## config.mk

```make
export PLATFORM = sky130hd
export DESIGN_NAME = regbank_access_arbiter
export DESIGN_NICKNAME = d
export VERILOG_FILES = /design/src/rtl/regbank_access_arbiter.sv
export SDC_FILE = /design/constraint.sdc
export NUM_CORES = 1
export LEC_CHECK = 0
export CORE_MARGIN = 1.5
export CORE_UTILIZATION = 42
export CTS_BUF_LIST = sky130_fd_sc_hd__clkbuf_16
export DETAILED_ROUTE_END_ITERATION = 12
export GPL_TIMING_DRIVEN = 0
export PLACE_DENSITY = 0.81
export SYNTH_ARGS = -nofsm -noshare
export SYNTH_HDL_FRONTEND = slang
export SYNTH_SLANG_ARGS = --single-unit
```

## constraint.sdc

```tcl
create_clock -name clk -period 3.1 [get_ports clk]
set_clock_uncertainty 0.2 [all_clocks]
set_input_delay 0.31 -clock clk [delete_from_list [all_inputs] [get_ports clk]]
set_output_delay 0.31 -clock clk [all_outputs]
set_load 0.05 [all_outputs]
```

## src/rtl/regbank_access_arbiter.sv

```systemverilog
// regbank_access_arbiter
// Shares the register bank write port (Sel_C/Data_C) and the B read port
// (Sel_B/Data_B) between the core sequencer (c_*) and the debug/loader port
// (d_*). Each access is sequenced over the bank's registered timing. Illegal
// register codes are blocked. A starvation counter guarantees that debug
// eventually wins over a continuously requesting core.
//
// Ports:
//   clk, reset           clock, asynchronous active-high reset
//   c_req/c_we/c_addr/c_wdata   core request, op (1 = write), code, write data
//   c_gnt                core request accepted (combinational, IDLE only)
//   c_done               core op complete (1-cycle pulse)
//   d_req/d_we/d_addr/d_wdata   debug request, same meaning as core
//   d_gnt, d_done        debug grant / complete
//   rdata                read result, valid while c_done or d_done is high
//   err                  illegal-code flag, valid while c_done or d_done is high
//   rb_sel_b, rb_sel_c   bank Sel_B / Sel_C (IDLE_SEL when no access)
//   rb_data_c            bank Data_C
//   rb_data_b            bank Data_B
//   busy                 sequencer not in IDLE
module regbank_access_arbiter #(
  parameter int unsigned DATA_W     = 16,
  parameter int unsigned SEL_W      = 6,
  parameter int unsigned W_CODE     = 34,
  parameter int unsigned IDLE_SEL   = 63,
  parameter int unsigned STARVE_MAX = 4
) (
  input  logic              clk,
  input  logic              reset,
  input  logic              c_req,
  input  logic              c_we,
  input  logic [SEL_W-1:0]  c_addr,
  input  logic [DATA_W-1:0] c_wdata,
  output logic              c_gnt,
  output logic              c_done,
  input  logic              d_req,
  input  logic              d_we,
  input  logic [SEL_W-1:0]  d_addr,
  input  logic [DATA_W-1:0] d_wdata,
  output logic              d_gnt,
  output logic              d_done,
  output logic [DATA_W-1:0] rdata,
  output logic              err,
  output logic [SEL_W-1:0]  rb_sel_b,
  output logic [SEL_W-1:0]  rb_sel_c,
  output logic [DATA_W-1:0] rb_data_c,
  input  logic [DATA_W-1:0] rb_data_b,
  output logic              busy
);

  localparam int unsigned CNT_W  = $clog2(STARVE_MAX + 1);
  localparam int unsigned NUM_GP = 32;

  typedef enum logic [1:0] {
    ST_IDLE  = 2'd0,
    ST_ISSUE = 2'd1,
    ST_CAPT  = 2'd2
  } state_t;

  state_t             state, state_nxt;
  logic [CNT_W-1:0]   starve_cnt, starve_cnt_nxt;

  // Command latched on the granting edge
  logic               op_dbg, op_dbg_nxt;
  logic               op_we, op_we_nxt;
  logic               op_legal, op_legal_nxt;
  logic [SEL_W-1:0]   op_addr, op_addr_nxt;

  // Next values of the registered outputs
  logic [SEL_W-1:0]   sel_b_nxt, sel_c_nxt;
  logic [DATA_W-1:0]  data_c_nxt, rdata_nxt;
  logic               c_done_nxt, d_done_nxt, err_nxt, busy_nxt;

  // Granted command, muxed from the winning requester
  logic               gnt_any;
  logic               gnt_we;
  logic [SEL_W-1:0]   gnt_addr;
  logic [DATA_W-1:0]  gnt_wdata;
  logic               gnt_legal;

  // Arbitration: grants only in IDLE; debug wins a tie once core has starved it
  always_comb begin
    c_gnt = 1'b0;
    d_gnt = 1'b0;
    if (!reset && state == ST_IDLE) begin
      if (d_req && (!c_req || starve_cnt == CNT_W'(STARVE_MAX))) begin
        d_gnt = 1'b1;
      end else if (c_req) begin
        c_gnt = 1'b1;
      end
    end
  end

  // Command of the granted requester and its legality
  always_comb begin
    gnt_any   = c_gnt | d_gnt;
    gnt_we    = d_gnt ? d_we    : c_we;
    gnt_addr  = d_gnt ? d_addr  : c_addr;
    gnt_wdata = d_gnt ? d_wdata : c_wdata;
    gnt_legal = (gnt_addr < SEL_W'(NUM_GP)) || (gnt_addr == SEL_W'(W_CODE));
  end

  // Next-state and next-output logic
  always_comb begin
    state_nxt      = state;
    starve_cnt_nxt = starve_cnt;
    op_dbg_nxt     = op_dbg;
    op_we_nxt      = op_we;
    op_legal_nxt   = op_legal;
    op_addr_nxt    = op_addr;
    sel_b_nxt      = SEL_W'(IDLE_SEL);
    sel_c_nxt      = SEL_W'(IDLE_SEL);
    data_c_nxt     = rb_data_c;
    rdata_nxt      = rdata;
    c_done_nxt     = 1'b0;
    d_done_nxt     = 1'b0;
    err_nxt        = 1'b0;

    // Starvation counter counts core grants that overtook a waiting debug
    if (!d_req || d_gnt) begin
      starve_cnt_nxt = '0;
    end else if (c_gnt && starve_cnt < CNT_W'(STARVE_MAX)) begin
      starve_cnt_nxt = starve_cnt + CNT_W'(1);
    end

    case (state)
      ST_IDLE: begin
        if (gnt_any) begin
          state_nxt    = ST_ISSUE;
          op_dbg_nxt   = d_gnt;
          op_we_nxt    = gnt_we;
          op_legal_nxt = gnt_legal;
          op_addr_nxt  = gnt_addr;
          // Selects are registered so they present the code during ISSUE
          if (gnt_legal) begin
            if (gnt_we) begin
              sel_c_nxt  = gnt_addr;
              data_c_nxt = gnt_wdata;
            end else begin
              sel_b_nxt  = gnt_addr;
            end
          end
        end
      end

      ST_ISSUE: begin
        if (!op_legal) begin
          state_nxt  = ST_IDLE;
          err_nxt    = 1'b1;
          rdata_nxt  = '0;
          c_done_nxt = !op_dbg;
          d_done_nxt = op_dbg;
        end else if (op_we) begin
          state_nxt  = ST_IDLE;
          c_done_nxt = !op_dbg;
          d_done_nxt = op_dbg;
        end else begin
          // Bank updates Data_B on this edge; capture it in CAPT
          state_nxt  = ST_CAPT;
        end
      end

      ST_CAPT: begin
        state_nxt  = ST_IDLE;
        rdata_nxt  = rb_data_b;
        c_done_nxt = !op_dbg;
        d_done_nxt = op_dbg;
      end

      default: begin
        state_nxt = ST_IDLE;
      end
    endcase

    busy_nxt = (state_nxt != ST_IDLE);
  end

  // State and output registers
  always_ff @(posedge clk or posedge reset) begin
    if (reset) begin
      state      <= ST_IDLE;
      starve_cnt <= '0;
      op_dbg     <= 1'b0;
      op_we      <= 1'b0;
      op_legal   <= 1'b0;
      op_addr    <= SEL_W'(IDLE_SEL);
      rb_sel_b   <= SEL_W'(IDLE_SEL);
      rb_sel_c   <= SEL_W'(IDLE_SEL);
      rb_data_c  <= '0;
      rdata      <= '0;
      c_done     <= 1'b0;
      d_done     <= 1'b0;
      err        <= 1'b0;
      busy       <= 1'b0;
    end else begin
      state      <= state_nxt;
      starve_cnt <= starve_cnt_nxt;
      op_dbg     <= op_dbg_nxt;
      op_we      <= op_we_nxt;
      op_legal   <= op_legal_nxt;
      op_addr    <= op_addr_nxt;
      rb_sel_b   <= sel_b_nxt;
      rb_sel_c   <= sel_c_nxt;
      rb_data_c  <= data_c_nxt;
      rdata      <= rdata_nxt;
      c_done     <= c_done_nxt;
      d_done     <= d_done_nxt;
      err        <= err_nxt;
      busy       <= busy_nxt;
    end
  end

endmodule

```

==> results.ini <==
[critical_path]
crit_chain = inv_1, ha_1, nand3b_1, nor2_2, buf_2, clkbuf_2
start_kind = flop
worst-r2r-setup-slack_ps = 540
r2r-end = rb_data_c[15]
cp-end-kind = primary output
cpMaxStageDelayCell = dfrtp_1
endpoint = d_gnt
crit_family = buffers and inverters
crit_fanout = 10
crit_type = reg -> out
worst-path-buf-inv = 3
required_ps = 2590
reg2regPathDepth = 7
startpoint = state[1]
crit_arrival_ps = 2240
cp_slowest_stage_delay_ps = 400
rr_startpoint = state[1]
cp.depth = 6

[global_routing]
top_usage_layer = met2
grt_max_degree = 43
grt_pass1_wl_mm = 9.07
met2_usage_pct = 31.9
track_usage_pct = 17.8
gr-usage-met3_pct = 3.93
use_met1_pct = 21.6
grt-ovfl-total = 0
antenna_found_initial = 0
grt_pass1_vias = 2025

[layout]
syn2layout_area_growth_pct = 55.5
stdcell_area_mm2 = 0.00399
antenna_cells = 0
drive_gt1_share_pct = 18.5
stdcell_count = 416
nFillCells = 477
nets = 411

[timing]
period_share_pct = 88.7
worst_pin_slew_ps = 638
clock.fmax_mhz = 364
grt_setup_unrepaired = false
setup_viol = 0
maxSlewViolCount = 0
slew_headroom_pct = 57.5
final.min_clock_period_ps = 2750
finalHoldViolCount = 0

[synth]
synth_simple_gate_area_share_pct = 12.3
synth.avg_cell_area_um2 = 11.8
synth_seq_cells = 56
yosysUniqueCellTypes = 33
ys_top_cells_by_area = dfrtp_1 (43%), dfstp_2 (12%), mux2_2 (10%), mux2_4 (5.9%), nand2_1 (5.6%)
yosys_warnings = 0
yosysMostFrequentCell = dfrtp_1
synth-compound-area-share_pct = 7.90
synth_ff_type = dfrtp_1
syn_nets = 288
synth_fa_ha_area_share_pct = 2.44
synthArstFlopShare_pct = 100
synth_area_mm2 = 0.00257
synth_common_cells = dfrtp_1 (44), nand2_1 (38), mux2_2 (23)
synth_xor_area_share_pct = 0.341
yosys.area.top_type = dfrtp_1
synth.area.mux_share_pct = 18.7
synth_top_area_share_pct = 42.9
synth_top_family_by_area = multiplexers
syn_inst = 217
synth_edf_count = 0
seq_area_frac_synth_pct = 55.2

[run]
drv_cap = 0

[hold_path]
hp-class = in -> async

[outcome]
status = finished, final reports clean

[place]
dpl_cell_area_mm2 = 0.00383
place_inst = 408
io_buffers = 115
dpl.hpwl_mm = 4.47
gp_congestion = 0.828

[detailed_routing]
routedWlPerCell_um = 13.7
drtIter0Drc = 52
first_pass_iters = 4
routed_via_density = 4.88
wirelength_mm = 5.72
vias = 2031
drc_errors = 0
antenna_left = 0

[floorplanning]
die_x_um = 81.2
top_level_ports = 116
dieHeight_um = 81.2
core_mm2 = 0.00592
start_util_pct = 43.3
row_count = 28
die_area_mm2 = 0.00659

[clock_tree]
cts_sinks = 56
htree_levels = 2
cts_resized = 1
cts_root_buffer = clkbuf_16
clkSlewWorstSetupHoldPaths_ps = 70
cts_setup_buffers = 0
cts_tree = built
cts_buffers = 5
ctsHoldBuffers = 0
clockBufferDepth = 2
insertion_delay_ps = 280

[power_and_ir_drop]
leakage_nw = 1.64
ir_drop_uv = 555
power_density_mw_per_mm2 = 944

-- worst min-delay path by stage --
| stage | endpoint | slack [ps] | cells after the start |
|---|---|---|---|
| after floorplan | c_done | 230 | 1 |
| after global placement | c_done | 240 | 1 |
| after detailed placement | c_done | 250 | 1 |
| after CTS | rb_data_c[12] | 190 | 2 |
| after global routing | rb_data_c[12] | 240 | 2 |
| final | rb_data_c[12] | 190 | 2 |
-- kinds of logic (layout without fill, tap and decap cells) --
logic type / after synthesis / after routing
buffers and inverters: 16 / 140
xor gates and xnor gates: 1 / 1
and+or+nand+nor: 66 / 66
AOI/OAI and AO/OA: 33 / 33
adders and majority gates: 5 / 5
DFF: 56 / 56
muxes: 40 / 40
-- registers in the layout, summed over array words and instances (netlist names), 2 cells and up --
| signal | flops |
|---|---|
| rb_sel_c | 6 |
| state | 2 |
| rdata | 16 |
| rb_sel_b | 6 |
| starve_cnt | 3 |
| rb_data_c | 16 |
-- placed cells by master, fill, tap and decap left out, types with 2 or more instances in the layout --
cell type | netlist | layout
nor2b_1 | 2 | 2
buf_12 | 1 | 2
and3b_1 | 2 | 2
ha_1 | 5 | 5
nand2_1 | 38 | 38
dfstp_2 | 12 | 12
nor2_1 | 3 | 3
a21oi_1 | 4 | 4
clkbuf_1 | 6 | 6
a21o_1 | 2 | 2
a31oi_1 | 2 | 2
dfrtp_1 | 44 | 44
o21ai_0 | 19 | 19
buf_2 | 3 | 3
or2_2 | 2 | 2
nand3b_1 | 2 | 2
inv_1 | 6 | 6
mux2i_1 | 7 | 7
mux2_4 | 10 | 10
clkbuf_16 | 0 | 5
mux2_2 | 23 | 23
clkdlybuf4s50_1 | 0 | 114
nand3_1 | 10 | 10
or4b_1 | 2 | 2
o21a_1 | 2 | 2
-- cell type report --
class                           count  area (um2)  share of cell area [%]
Buffer                             10        57.6                    1.44
Timing Repair Buffer              116        1170                    29.2
Clock buffer                        5         125                    3.14
Tap cell                           75        93.8                    2.35
Multi-Input combinational cell    145        1070                    26.8
Inverter                            6        22.5                   0.564
Sequential cell                    56        1420                    35.5
Clock inverter                      3        38.8                   0.972
-- metrics by stage --
stage               power (mW)  utilization (%)  TNS (ps)  setup slack [ps]  hold slack, ps
floorplan                 2.48                -         0               691             225
global placement          3.14             64.4     -6.17             -6.17             242
detailed placement        3.18             64.7     -59.0             -59.0             254
CTS                       3.81             67.5         0              66.9             192
global route              3.97             67.4         0               155             238
finish                    3.77             67.4         0               350             188
-- metal layers --
metal | wire [um] | share of wire (%)
met2 | 2950 | 52
met4 | 49 | 0.86
met5 | 0 | 0
met3 | 290 | 5.1
met1 | 2420 | 42
-- report_power, final --
part,total (mW),internal [mW],switching (mW),leakage (nW)
sequential,1.12,0.995,0.129,0.695
clock,0.617,0.377,0.240,0.0850
combinational,2.02,0.751,1.27,0.859
total,3.77,2.12,1.64,1.64
Power figures use the tool's default switching activity.
